**config.mk**
```make
export PLATFORM = sky130hd
export DESIGN_NAME = latch_stage_skid
export DESIGN_NICKNAME = d
export VERILOG_FILES = /design/src/rtl/latch_stage_skid.sv
export SDC_FILE = /design/constraint.sdc
export NUM_CORES = 1
export LEC_CHECK = 0
export CAP_MARGIN = 10
export CORE_MARGIN = 2
export CORE_UTILIZATION = 35
export CTS_CLUSTER_DIAMETER = 40
export DETAILED_ROUTE_END_ITERATION = 8
export GPL_TIMING_DRIVEN = 0
export PLACE_DENSITY = 0.6
export SETUP_SLACK_MARGIN = 0.4
export SLEW_MARGIN = 15
export SYNTH_ARGS = -nofsm -noshare
export SYNTH_HDL_FRONTEND = slang
export SYNTH_SLANG_ARGS = --single-unit
```
**constraint.sdc**
```tcl
create_clock -name clock -period 2.05 [get_ports clock]
set_clock_uncertainty 0.05 [all_clocks]
set_input_delay 0.205 -clock clock [delete_from_list [all_inputs] [get_ports clock]]
set_output_delay 0.205 -clock clock [all_outputs]
set_load 0.02 [all_outputs]
```
**src/rtl/latch_stage_skid.sv**
```systemverilog
// Inter-stage pipeline latch carrying ir, NUM_OPS operands and an rStatus word/flag.
// Valid/ready handshake through a 2-entry skid buffer, with flush and a saturating stall counter.
module latch_stage_skid #(
    parameter int unsigned    W       = 32,
    parameter int unsigned    NUM_OPS = 2,
    parameter logic [W-1:0]   NOP_IR  = 32'h00000000,
    parameter int unsigned    CNT_W   = 16
) (
    input  logic                 clock,
    input  logic                 reset,
    input  logic                 flush,

    input  logic                 in_valid,
    output logic                 in_ready,
    input  logic [W-1:0]         ir_in,
    input  logic [NUM_OPS*W-1:0] ops_in,
    input  logic                 isRStatus_in,
    input  logic [W-1:0]         rStatus_in,

    output logic                 out_valid,
    input  logic                 out_ready,
    output logic [W-1:0]         ir_out,
    output logic [NUM_OPS*W-1:0] ops_out,
    output logic                 isRStatus_out,
    output logic [W-1:0]         rStatus_out,

    output logic [CNT_W-1:0]     stall_count
);

    typedef enum logic [1:0] {
        StEmpty = 2'd0,
        StMain  = 2'd1,
        StBoth  = 2'd2
    } state_e;

    state_e state_q, state_d;
    logic   in_ready_q, in_ready_d;

    // Main entry drives the outputs; skid entry absorbs the one in-flight word
    // accepted while downstream stalls.
    logic [W-1:0]         main_ir_q;
    logic [NUM_OPS*W-1:0] main_ops_q;
    logic                 main_isr_q;
    logic [W-1:0]         main_rs_q;

    logic [W-1:0]         skid_ir_q;
    logic [NUM_OPS*W-1:0] skid_ops_q;
    logic                 skid_isr_q;
    logic [W-1:0]         skid_rs_q;

    logic [CNT_W-1:0]     stall_q, stall_d;

    logic acc;
    logic deq;
    logic main_from_in;
    logic main_from_skid;
    logic skid_from_in;
    logic skid_clear;

    assign out_valid = (state_q != StEmpty);
    assign in_ready  = in_ready_q;
    assign acc       = in_valid & in_ready_q;
    assign deq       = out_valid & out_ready;

    always_comb begin
        state_d        = state_q;
        main_from_in   = 1'b0;
        main_from_skid = 1'b0;
        skid_from_in   = 1'b0;
        skid_clear     = 1'b0;

        if (flush) begin
            state_d = StEmpty;
        end else begin
            unique case (state_q)
                StEmpty: begin
                    if (acc) begin
                        state_d      = StMain;
                        main_from_in = 1'b1;
                    end
                end
                StMain: begin
                    if (acc && deq) begin
                        main_from_in = 1'b1;
                    end else if (acc) begin
                        state_d      = StBoth;
                        skid_from_in = 1'b1;
                    end else if (deq) begin
                        state_d = StEmpty;
                    end
                end
                StBoth: begin
                    if (deq) begin
                        state_d        = StMain;
                        main_from_skid = 1'b1;
                        skid_clear     = 1'b1;
                    end
                end
                default: state_d = StEmpty;
            endcase
        end

        // Registered ready: depends only on next state, never on out_ready directly.
        in_ready_d = (state_d != StBoth);
    end

    always_comb begin
        stall_d = stall_q;
        if (out_valid && !out_ready && !flush && (stall_q != {CNT_W{1'b1}})) begin
            stall_d = stall_q + 1'b1;
        end
    end

    always_ff @(posedge clock) begin
        if (reset) begin
            state_q    <= StEmpty;
            in_ready_q <= 1'b1;
            stall_q    <= '0;
        end else begin
            state_q    <= state_d;
            in_ready_q <= in_ready_d;
            stall_q    <= stall_d;
        end
    end

    always_ff @(posedge clock) begin
        if (reset) begin
            main_ir_q  <= NOP_IR;
            main_ops_q <= '0;
            main_isr_q <= 1'b0;
            main_rs_q  <= '0;
        end else if (main_from_in) begin
            main_ir_q  <= ir_in;
            main_ops_q <= ops_in;
            main_isr_q <= isRStatus_in;
            main_rs_q  <= rStatus_in;
        end else if (main_from_skid) begin
            main_ir_q  <= skid_ir_q;
            main_ops_q <= skid_ops_q;
            main_isr_q <= skid_isr_q;
            main_rs_q  <= skid_rs_q;
        end
    end

    always_ff @(posedge clock) begin
        if (reset || skid_clear) begin
            skid_ir_q  <= NOP_IR;
            skid_ops_q <= '0;
            skid_isr_q <= 1'b0;
            skid_rs_q  <= '0;
        end else if (skid_from_in) begin
            skid_ir_q  <= ir_in;
            skid_ops_q <= ops_in;
            skid_isr_q <= isRStatus_in;
            skid_rs_q  <= rStatus_in;
        end
    end

    // Bubble values mask any stale payload left behind by a flush or dequeue.
    always_comb begin
        ir_out        = NOP_IR;
        ops_out       = '0;
        isRStatus_out = 1'b0;
        rStatus_out   = '0;
        if (out_valid) begin
            ir_out        = main_ir_q;
            ops_out       = main_ops_q;
            isRStatus_out = main_isr_q;
            rStatus_out   = main_rs_q;
        end
    end

    assign stall_count = stall_q;

endmodule

```
==> results.sh <==
export IMPL_core_area_um2=33400
export IMPL_reg2reg_from="state_q[0]"
export IMPL_drt_iter0_markers=626
export IMPL_slew_viol_final=0
export IMPL_synthCells=1392
export IMPL_cts_root_buf="clkbuf_16"
export IMPL_area_growth_pct=51.1
export IMPL_ys_seq_area_frac=0.468
export IMPL_die_y_um=188
export IMPL_gr_total_overflow=0
export IMPL_clk_latency_ns=0.52
export IMPL_wl_per_cell_um=17.6
export IMPL_crit_type="flop to output port"
export IMPL_synth_top_area_frac=0.468
export IMPL_drt_wl_total_um=39100
export IMPL_finalCriticalPeriod_ns=2.15
export IMPL_synth_avg_cell_area_um2=8.51
export IMPL_via_per_inst=5.00
export IMPL_clockBufferDepth=3
export IMPL_hold_class="input pin to flop"
export IMPL_stdcell_area_um2=17900
export IMPL_row_count=67
export IMPL_rsz0062_at_grt="yes"
export IMPL_io_buffers=280
export IMPL_worst_slack_ns=-0.0953
export IMPL_r2r_end="stall_count[9]"
export IMPL_tightest_slew_ns=0.661
export IMPL_whs_path_depth=3
export IMPL_hold_viol=0
export IMPL_leakagePower_nw=6.62
export IMPL_cp_arrival_ns=1.89
export IMPL_drc=0
export IMPL_worstSetupEndpointType="output port"
export IMPL_cts_htree_levels=2
export IMPL_io_pin_count=281
export IMPL_setup_viol=114
export IMPL_grt_pass1_vias=11200
export IMPL_postPlaceCellArea_um2=15200
export IMPL_synthTopCellsByCount="277 x dfxtp_1, 264 x nand2_1, 141 x a21oi_1, 133 x nor2_1, 130 x a211oi_1"
export IMPL_startpoint_type="flop"
export IMPL_place_gp_congestion=0.793
export IMPL_regArea_um2=5560
export IMPL_hpwl_um=25800
export IMPL_die_area_um2=35300
export IMPL_ys_flop_type="dfxtp_1"
export IMPL_multi_input_area_um2=6130
export IMPL_start_util=0.354
export IMPL_vdd_drop_max_v=0.000444
export IMPL_status="finished, violations left"
export IMPL_grt_pass1_wl_um=61900
export IMPL_syn_num_nets=1527
export IMPL_synthTopCellsByArea="dfxtp_1 47%, mux2i_1 11%, nand2_1 8.4%"
export IMPL_synth_simple_gate_area_frac=0.221
export IMPL_grt_max_degree=13
export IMPL_ys_seq_elements=277
export IMPL_synth_edf_count=0
export IMPL_vias=11100
export IMPL_drv_cap=0
export IMPL_fin_crit_sh=1.05
export IMPL_synth_largest_area_cell="dfxtp_1"
export IMPL_clock_sinks=277
export IMPL_ff2ff_setup_slack_ns=0.14
export IMPL_power_density_nw_per_um2=799
export IMPL_drive_gt1_frac=0.262
export IMPL_die_x_um=188
export IMPL_cts_inserted_buffers=42
export IMPL_cts_clk_slew_worst_paths_ns=0.06
export IMPL_synth_top_family_by_area="simple AND/OR/NAND/NOR gates"
export IMPL_cp_max_fo=8
export IMPL_crit_slowest_cell="dfxtp_2"
export IMPL_reg2reg_depth=7
export IMPL_muxShareOfSynthArea=0.109
export IMPL_cp_common_cell="clkbuf_16"
export IMPL_slew_headroom=0.559
export IMPL_antenna_found_initial=3
export IMPL_min_to="skid_rs_q[0]"
export IMPL_async_reset_ff_frac=0
export IMPL_cts_tree="yes"
export IMPL_gr_usage_all_layers=0.218
export IMPL_drtAntennaViolNets=0
export IMPL_ys_types=45
export IMPL_synth_warnings=0
export IMPL_yosysMostFrequentCell="dfxtp_1"
export IMPL_hp_start="rStatus_in[0]"
export IMPL_synth_compound_area_frac=0.154
export IMPL_crit_required_ns=1.79
export IMPL_synth_area_um2=11900
export IMPL_crit_chain="or2_4 > buf_12 > clkbuf_16 > clkbuf_16 > and2_4 > buf_6"
export IMPL_drtPass1Iterations=5
export IMPL_synthAdderAreaFrac=0.00106
export IMPL_cpPeakStageDelay_ns=0.35
export IMPL_fmax_mhz=466
export IMPL_violations="negative setup slack"
export IMPL_synth_xor_area_frac=0.000739
export IMPL_fillers=3061
export IMPL_final_nets=1871
export IMPL_final_util=0.535
-- cells in the final DEF (no fill, tap or decap), drive strengths merged, types with 2 or more instances in the layout --
cell	n
o21ai	4
a31oi	2
and3	4
dfxtp	277
diode	4
nand3	5
clkinv	14
o31ai	6
and2	129
bufinv	3
a21oi	141
mux2i	129
or2	3
inv	9
a211oi	130
or4	7
or3	5
buf	199
nor2	133
nand2	265
clkinvlp	4
clkdlybuf4s50	143
nor3	6
nand4	6
dlygate4sd2	7
and4	3
clkbuf	119
-- worst max-delay path, delay by kind of cell (launching register included) --
family	cells	cell delay, ns
buf+inv	4	0.62
simple gates	2	0.39
flops	1	0.35
-- stage by stage --
| stage | TNS [ns] | setup slack, ns | power [mW] | instances | hold slack (ns) |
|---|---|---|---|---|---|
| floorplan | 0 | 0.400 | 6.35 | 1392 | 0.232 |
| global placement | -177.87 | -0.789 | 6.97 | 2120 | 0.391 |
| detailed placement | -189.78 | -0.799 | 6.99 | 2120 | 0.396 |
| CTS | -10.36 | -0.112 | 14.4 | 2213 | 0.196 |
| global route | -11.19 | -0.129 | 14.8 | 2219 | 0.210 |
| finish | -5.53 | -0.0953 | 14.3 | 2221 | 0.211 |
-- worst max-delay path by stage --
stage / end / startpoint / slack (ns) / depth (start not counted)
4_1_cts: ops_out[53] / state_q[1] / -0.11 / 6
5_1_grt: rStatus_out[18] / state_q[1] / -0.13 / 6
6_report: ops_out[53] / state_q[0] / -0.1 / 6
3_5_place_dp: ops_out[61] / state_q[0] / -0.80 / 6
3_3_place_gp: ops_out[61] / state_q[0] / -0.79 / 6
2_1_floorplan: stall_count[1] / stall_count[0] / 0.40 / 6
-- repair_timing --
item / in CTS / in global routing
hold buffers: 0 / 0
setup buffers: 2 / 4
hold endpoints to repair: 0 / 0
gates resized for setup: 992 / 88
gates cloned: 14 / 0
pin swaps: 81 / 17
setup endpoints to repair: 411 / 410
-- registers in the layout, indices dropped and copies added, names as in the netlist --
register	flops
in_ready	1
main_ir_q	32
main_isr_q	1
main_ops_q	64
main_rs_q	32
skid_ir_q	32
skid_isr_q	1
skid_ops_q	64
skid_rs_q	32
stall_count	16
state_q	2
-- logic make-up after synthesis --
kind of cell | count (synthesis)
AND/OR/NAND/NOR | 571
AO/OA/AOI/OAI | 291
flip-flops | 277
multiplexers | 129
buffers and inverters | 122
XOR/XNOR | 1
adder cells (fa/ha/maj) | 1
-- routing by layer --
metal / share of wire / track usage
met1: 0.46 / 0.298
met5: 0.00033 / 0
met3: 0.050 / 0.0348
met4: 0.031 / 0.0851
met2: 0.46 / 0.346
-- where the power goes --
part	total [mW]	switching, mW	internal (mW)
sequential	5.71	0.115	5.59
clock	7.17	2.71	4.46
combinational	1.42	0.691	0.733
total	14.3	3.52	10.8
-- cell type report --
type                    count  area share
diodes                      4    0.000559
well taps                 448      0.0313
clock buffers              50      0.0643
flip-flops and latches    277       0.310
clock inverters            27      0.0159
repair buffers            300       0.177
plain buffers             119      0.0579
multi-input cells         993       0.342
inverters                   3    0.000629
Note: power is estimated with default switching activity, not from simulation.
